--- src/rtl/ctrl_seq_pkg.sv ---
// Shared definitions for the control sequencer: one-hot state encodings,
// the bit indices the datapath decodes, and the ALU opcodes it acts on.
package ctrl_seq_pkg;

  typedef logic [7:0] state_t;

  typedef enum int unsigned {
    B_FETCH     = 0,
    B_DECODE    = 1,
    B_REG_READ  = 2,
    B_EXECUTE   = 3,
    B_MEMORY    = 4,
    B_REG_WRITE = 5,
    B_HALT      = 6,
    B_FAULT     = 7
  } state_bit_e;

  localparam state_t ST_FETCH     = 8'h01;
  localparam state_t ST_DECODE    = 8'h02;
  localparam state_t ST_REG_READ  = 8'h04;
  localparam state_t ST_EXECUTE   = 8'h08;
  localparam state_t ST_MEMORY    = 8'h10;
  localparam state_t ST_REG_WRITE = 8'h20;
  localparam state_t ST_HALT      = 8'h40;
  localparam state_t ST_FAULT     = 8'h80;

  // ALU opcodes; only READ, WRITE and HALT change sequencing.
  localparam int unsigned OP_ADD   = 0;
  localparam int unsigned OP_SUB   = 1;
  localparam int unsigned OP_READ  = 8;
  localparam int unsigned OP_WRITE = 9;
  localparam int unsigned OP_HALT  = 15;

endpackage

--- src/rtl/ctrl_seq_mem_handshake.sv ---
// Single-request memory handshake shared by FETCH and MEMORY: issue pulse,
// wait flag, completion detect and (with CTRL_TIMEOUT_EN) a wait watchdog.
module ctrl_seq_mem_handshake #(
  parameter int unsigned TIMEOUT = 255
) (
  input  logic I_clk,
  input  logic I_reset,
  input  logic req,
  input  logic we,
  input  logic stall,
  input  logic mem_ready,
  input  logic data_ready,
  output logic execute,
  output logic mem_we,
  output logic done,
  output logic timeout
);

  logic wait_q;
  logic exec_q;
  logic we_q;
  logic issue;

  assign issue   = req && !wait_q && mem_ready && !stall;
  // A write completes on mem_ready only after the request pulse has gone.
  assign done    = wait_q && (we_q ? (mem_ready && !exec_q) : data_ready);
  assign execute = exec_q;
  assign mem_we  = we_q;

  always_ff @(posedge I_clk or posedge I_reset) begin
    if (I_reset) begin
      wait_q <= 1'b0;
      exec_q <= 1'b0;
      we_q   <= 1'b0;
    end else begin
      exec_q <= issue;
      if (issue) begin
        wait_q <= 1'b1;
        we_q   <= we;
      end else if (done || timeout) begin
        wait_q <= 1'b0;
      end
    end
  end

`ifdef CTRL_TIMEOUT_EN
  // Count holds the number of wait cycles seen so far, including the current one.
  logic [15:0] cnt_q;

  assign timeout = wait_q && !done && (cnt_q == 16'(TIMEOUT));

  always_ff @(posedge I_clk or posedge I_reset) begin
    if (I_reset) begin
      cnt_q <= '0;
    end else if (issue) begin
      cnt_q <= 16'd1;
    end else if (done || timeout) begin
      cnt_q <= '0;
    end else if (wait_q) begin
      cnt_q <= cnt_q + 16'd1;
    end
  end
`else
  localparam int unsigned unused_timeout = TIMEOUT;
  assign timeout = 1'b0;
`endif

endmodule

--- src/rtl/ctrl_seq.sv ---
// Multi-cycle control sequencer: FETCH/DECODE/REG_READ/EXECUTE/MEMORY/REG_WRITE
// plus terminal HALT and FAULT. Define CTRL_TIMEOUT_EN to enable the memory-wait watchdog.
module ctrl_seq
  import ctrl_seq_pkg::*;
#(
  parameter int unsigned INSTR_W  = 16,
  parameter int unsigned OP_LSB   = 12,
  parameter int unsigned OP_W     = 4,
  parameter int unsigned RETIRE_W = 16,
  parameter int unsigned TIMEOUT  = 255
) (
  input  logic                I_clk,
  input  logic                I_reset,
  input  logic [INSTR_W-1:0]  I_instruction,
  input  logic                I_mem_ready,
  input  logic                I_data_ready,
  input  logic                I_stall,
  output logic [7:0]          O_state,
  output logic                O_execute,
  output logic                O_mem_we,
  output logic [OP_W-1:0]     O_opcode,
  output logic                O_retire,
  output logic [RETIRE_W-1:0] O_retired,
  output logic                O_fault
);

  state_t                state_q;
  state_t                state_d;
  logic [OP_W-1:0]       opcode_q;
  logic [RETIRE_W-1:0]   retired_q;
  logic                  op_read;
  logic                  op_write;
  logic                  op_halt;
  logic                  hs_req;
  logic                  hs_we;
  logic                  hs_done;
  logic                  hs_timeout;
  logic                  retire;
  logic                  unused_instr;

  assign unused_instr = ^I_instruction;

  assign op_read  = (opcode_q == OP_W'(OP_READ));
  assign op_write = (opcode_q == OP_W'(OP_WRITE));
  assign op_halt  = (opcode_q == OP_W'(OP_HALT));

  assign hs_req = (state_q == ST_FETCH) || (state_q == ST_MEMORY);
  assign hs_we  = (state_q == ST_MEMORY) && op_write;

  ctrl_seq_mem_handshake #(
    .TIMEOUT (TIMEOUT)
  ) u_mem_handshake (
    .I_clk      (I_clk),
    .I_reset    (I_reset),
    .req        (hs_req),
    .we         (hs_we),
    .stall      (I_stall),
    .mem_ready  (I_mem_ready),
    .data_ready (I_data_ready),
    .execute    (O_execute),
    .mem_we     (O_mem_we),
    .done       (hs_done),
    .timeout    (hs_timeout)
  );

  always_ff @(posedge I_clk or posedge I_reset) begin
    if (I_reset) begin
      state_q <= ST_FETCH;
    end else begin
      state_q <= state_d;
    end
  end

  always_comb begin
    state_d = state_q;
    case (state_q)
      ST_FETCH: begin
        if (hs_done)         state_d = ST_DECODE;
        else if (hs_timeout) state_d = ST_FAULT;
      end
      ST_DECODE:    if (!I_stall) state_d = op_halt ? ST_HALT : ST_REG_READ;
      ST_REG_READ:  if (!I_stall) state_d = ST_EXECUTE;
      ST_EXECUTE:   if (!I_stall) state_d = (op_read || op_write) ? ST_MEMORY : ST_REG_WRITE;
      ST_MEMORY: begin
        if (hs_done)         state_d = ST_REG_WRITE;
        else if (hs_timeout) state_d = ST_FAULT;
      end
      ST_REG_WRITE: if (!I_stall) state_d = ST_FETCH;
      ST_HALT:      state_d = ST_HALT;
      ST_FAULT:     state_d = ST_FAULT;
      default:      state_d = ST_FETCH;
    endcase
  end

  always_comb begin
    O_state  = state_q;
    retire   = (state_q == ST_REG_WRITE) && !I_stall;
    O_retire = retire;
  end

  always_ff @(posedge I_clk or posedge I_reset) begin
    if (I_reset) begin
      opcode_q  <= '0;
      retired_q <= '0;
    end else begin
      if ((state_q == ST_FETCH) && hs_done) begin
        opcode_q <= I_instruction[OP_LSB +: OP_W];
      end
      if (retire) begin
        retired_q <= retired_q + 1'b1;
      end
    end
  end

  assign O_opcode  = opcode_q;
  assign O_retired = retired_q;

`ifdef CTRL_TIMEOUT_EN
  assign O_fault = state_q[B_FAULT];
`else
  assign O_fault = 1'b0;
`endif

endmodule

--- config.mk ---
export PLATFORM = sky130hd
export DESIGN_NAME = ctrl_seq
export DESIGN_NICKNAME = d
export VERILOG_FILES = /design/src/rtl/ctrl_seq_pkg.sv /design/src/rtl/ctrl_seq_mem_handshake.sv /design/src/rtl/ctrl_seq.sv
export SDC_FILE = /design/constraint.sdc
export NUM_CORES = 1
export LEC_CHECK = 0
export ABC_AREA = 0
export BUFFER_PORTS_ARGS = -buffer_cell sky130_fd_sc_hd__buf_2
export CAP_MARGIN = 25
export CORE_ASPECT_RATIO = 0.8
export CORE_MARGIN = 2
export CORE_UTILIZATION = 47
export DETAILED_ROUTE_END_ITERATION = 8
export HOLD_SLACK_MARGIN = 0.02
export PLACE_DENSITY = 0.75
export SLEW_MARGIN = 15
export SYNTH_ARGS = -nofsm -noshare
export SYNTH_HDL_FRONTEND = slang
export SYNTH_SLANG_ARGS = --single-unit
--- constraint.sdc ---
create_clock -name I_clk -period 2.3 [get_ports I_clk]
set_input_delay 0.345 -clock I_clk [delete_from_list [all_inputs] [get_ports I_clk]]
set_output_delay 0.345 -clock I_clk [all_outputs]
set_load 0.02 [all_outputs]
==> impl_metrics.toml <==
[status]
status = "finished, final reports clean"

[cts]
root_buffer = "clkbuf_8"
cts_num_sinks = 31
cts_hold_buf = 0
cts_tree = "yes"
clock_path_buffers = 2
clkLatencyLatePin_ns = 0.28
ctsResizeCount = 0
clk_pin_slew_ns = 0.07
cts_buffers = 5
post_cts_buffers = 0
htree_levels = 2

[route]
wirelength_um = 3520
drtIter0Drc = 61
ant_nets = 0
vias = 1347
drc = 0
wl_per_cell_um = 14.4
first_pass_iters = 5
viasPerCell = 5.50

[synthesis]
avgSynthCellArea_um2 = 10.3
synth_cells = 161
synth-edff-count = 0
yosysUniqueCellTypes = 46
ys.flop_type = "dfrtp_1"
yosys_warnings = 0
ys_ff_latch = 31
synth_area_leader_cell = "dfrtp_1"
synth-seq-area-share = 0.469
syn_area_um2 = 1660
async_reset_ff_frac = 1.00
synth_area_leaders = "dfrtp_1 (45%), xor2_1 (5.8%), xnor2_1 (3.7%)"
syn_nets = 183
synthDominantCellAreaShare = 0.454

[sta]
worst_slack_ns = 0.406
hold_ws_ns = 0.195
final-max-slew-violation-count = 0
hold_viol_final = 0
setup_viol = 0
relSlewSlack = 0.486
fmax_ghz = 0.528
worstMarginPinSlew_ns = 0.770
fin_skew_ns = 0.00550
fin_crit_sh = 0.824
period_minus_slack_ns = 1.89
timing.setup.tns_ns = 0
rsz0062_at_grt = "false"

[die]
die-area_um2 = 4020
die_h_um = 57.1
coreArea_um2 = 3400
die_x_um = 70.4
start_util = 0.487
io_pins = 53
rows = 19

[global_route]
track_usage = 0.187
grt_pass1_vias = 1259
grt_start_max_net_pins = 22
grt_overflow_total = 0
antenna_found_initial = 0
grt_pass1_wl_um = 5880

[layout]
finish.utilization = 0.578
final_area_um2 = 1970
final_cell_count_no_fill = 245
final_nets = 224
seqCellArea_um2 = 777
fillers = 299
antenna_cells = 0
multi_input_area_um2 = 818
post_route_cells_drive_above_1_share = 0.315
syn_to_final_growth_pct = 18.7

[setup_path]
required_ns = 1.96
crit_path_start_kind = "flip-flop"
crit_path_cell_trace = "and2b_1 -> nand4_1 -> nor2_1 -> buf_2"
cpPeakStageDelay_ns = 0.53
path_delay_family = "simple AND/OR/NAND/NOR gates"
cp_max_fo = 9
slowest_stage = "dfrtp_1"
end_kind = "output pin"
crit_arrival_ns = 1.55
crit_type = "reg -> out"
path_buf_inv = 1

[pwr]
switching_share = 0.332
p_int_uw = 991
powerDensity_nw_per_um2 = 755
p_total_mw = 1.48
p_leak_nw = 1.01
p_sw_uw = 492
ir_drop_mv = 0.422
p_clk_frac = 0.279
sequentialPowerShare = 0.455
power_frac_comb = 0.266

[hold_path]
hold_path_class = "in -> async"

[place]
dpl_cell_area_um2 = 1880
dpl.cell_count = 237
dpl.hpwl_um = 2670
pre_cts_slack_ns = 0.396
io_buffer_count = 39
gp_congestion = 0.896

[flow_run]
drv_cap = 0
-- synth_stat cells (2+ instances only) --
| cell | number |
|---|---|
| and3b_1 | 2 |
| nand3_1 | 6 |
| nor3_2 | 2 |
| dfrtp_1 | 30 |
| nor3b_1 | 3 |
| xnor2_1 | 7 |
| nand4_1 | 5 |
| and3_1 | 2 |
| nand2b_1 | 4 |
| nand2_1 | 9 |
| nand4b_1 | 2 |
| inv_1 | 4 |
| xor2_1 | 11 |
| mux2_2 | 5 |
| o21ai_0 | 7 |
| nor2_1 | 13 |
| nor3_1 | 11 |
| and4_1 | 2 |
| nor2b_1 | 4 |
| clkbuf_1 | 3 |
| o31ai_1 | 2 |
| buf_2 | 3 |
-- path summary, 6_finish.rpt --
path / startpoint / slack, ns / endpoint / cells after the start
hold / removal: I_reset / 0.20 / O_retired[9] / 2
hold reg to reg: O_retired[15] / 0.46 / O_retired[15] / 1
setup / recovery: O_state[5] / 0.41 / O_retire / 4
max in group asynchronous: I_reset / 1.51 / O_state[2] / 3
min in group I_clk: I_instruction[13] / 0.29 / O_opcode[1] / 2
setup reg to reg: O_state[2] / 0.42 / u_mem_handshake.mem_we / 4
-- state kept, by name, summed over array words and instances, names as in the netlist --
name,cells
u_mem_handshake.mem_we,1
O_retired,16
O_state,8
u_mem_handshake.wait_q,1
O_opcode,4
u_mem_handshake.execute,1
-- kinds of logic after synthesis --
kind of cell	synth area share
fa+ha+maj	0.00756
mux	0.0491
simple gates	0.274
other cells	0.00227
xor+xnor	0.0952
flops	0.469
buf+inv	0.0363
compound gates	0.0665
-- power by group through the flow --
stage	Sequential (mW)	Combinational, mW	Clock (mW)
CTS	0.675	0.400	0.434
global route	0.686	0.432	0.452
detailed placement	0.685	0.397	0
global placement	0.681	0.393	0
finish	0.675	0.394	0.414
floorplan	0.721	0.250	0
-- cell usage in the layout, fill, tap and decap left out, drive strengths merged, types with 6 or more instances in the layout --
cell type	instances
buf	42
o21ai	7
nand2	9
xor2	11
xnor2	7
nor2	13
nand3	6
dfrtp	30
mux2	6
clkbuf	6
nand4	6
nor3	13
-- routing by layer --
layer,track usage,vias up,wire length (um)
li1,-,647,-
met1,0.250,655,1500
met2,0.303,40,1800
met3,0.0406,5,176
met4,0.0714,0,46
met5,0,-,0
-- layout make-up --
cell class / count / area share
Clock buffer: 6 / 0.0369
Clock inverter: 2 / 0.00637
Inverter: 4 / 0.00764
Multi-Input combinational cell: 118 / 0.416
Sequential cell: 31 / 0.395
Tap cell: 42 / 0.0267
Timing Repair Buffer: 42 / 0.111
Power figures use the tool's default switching activity.
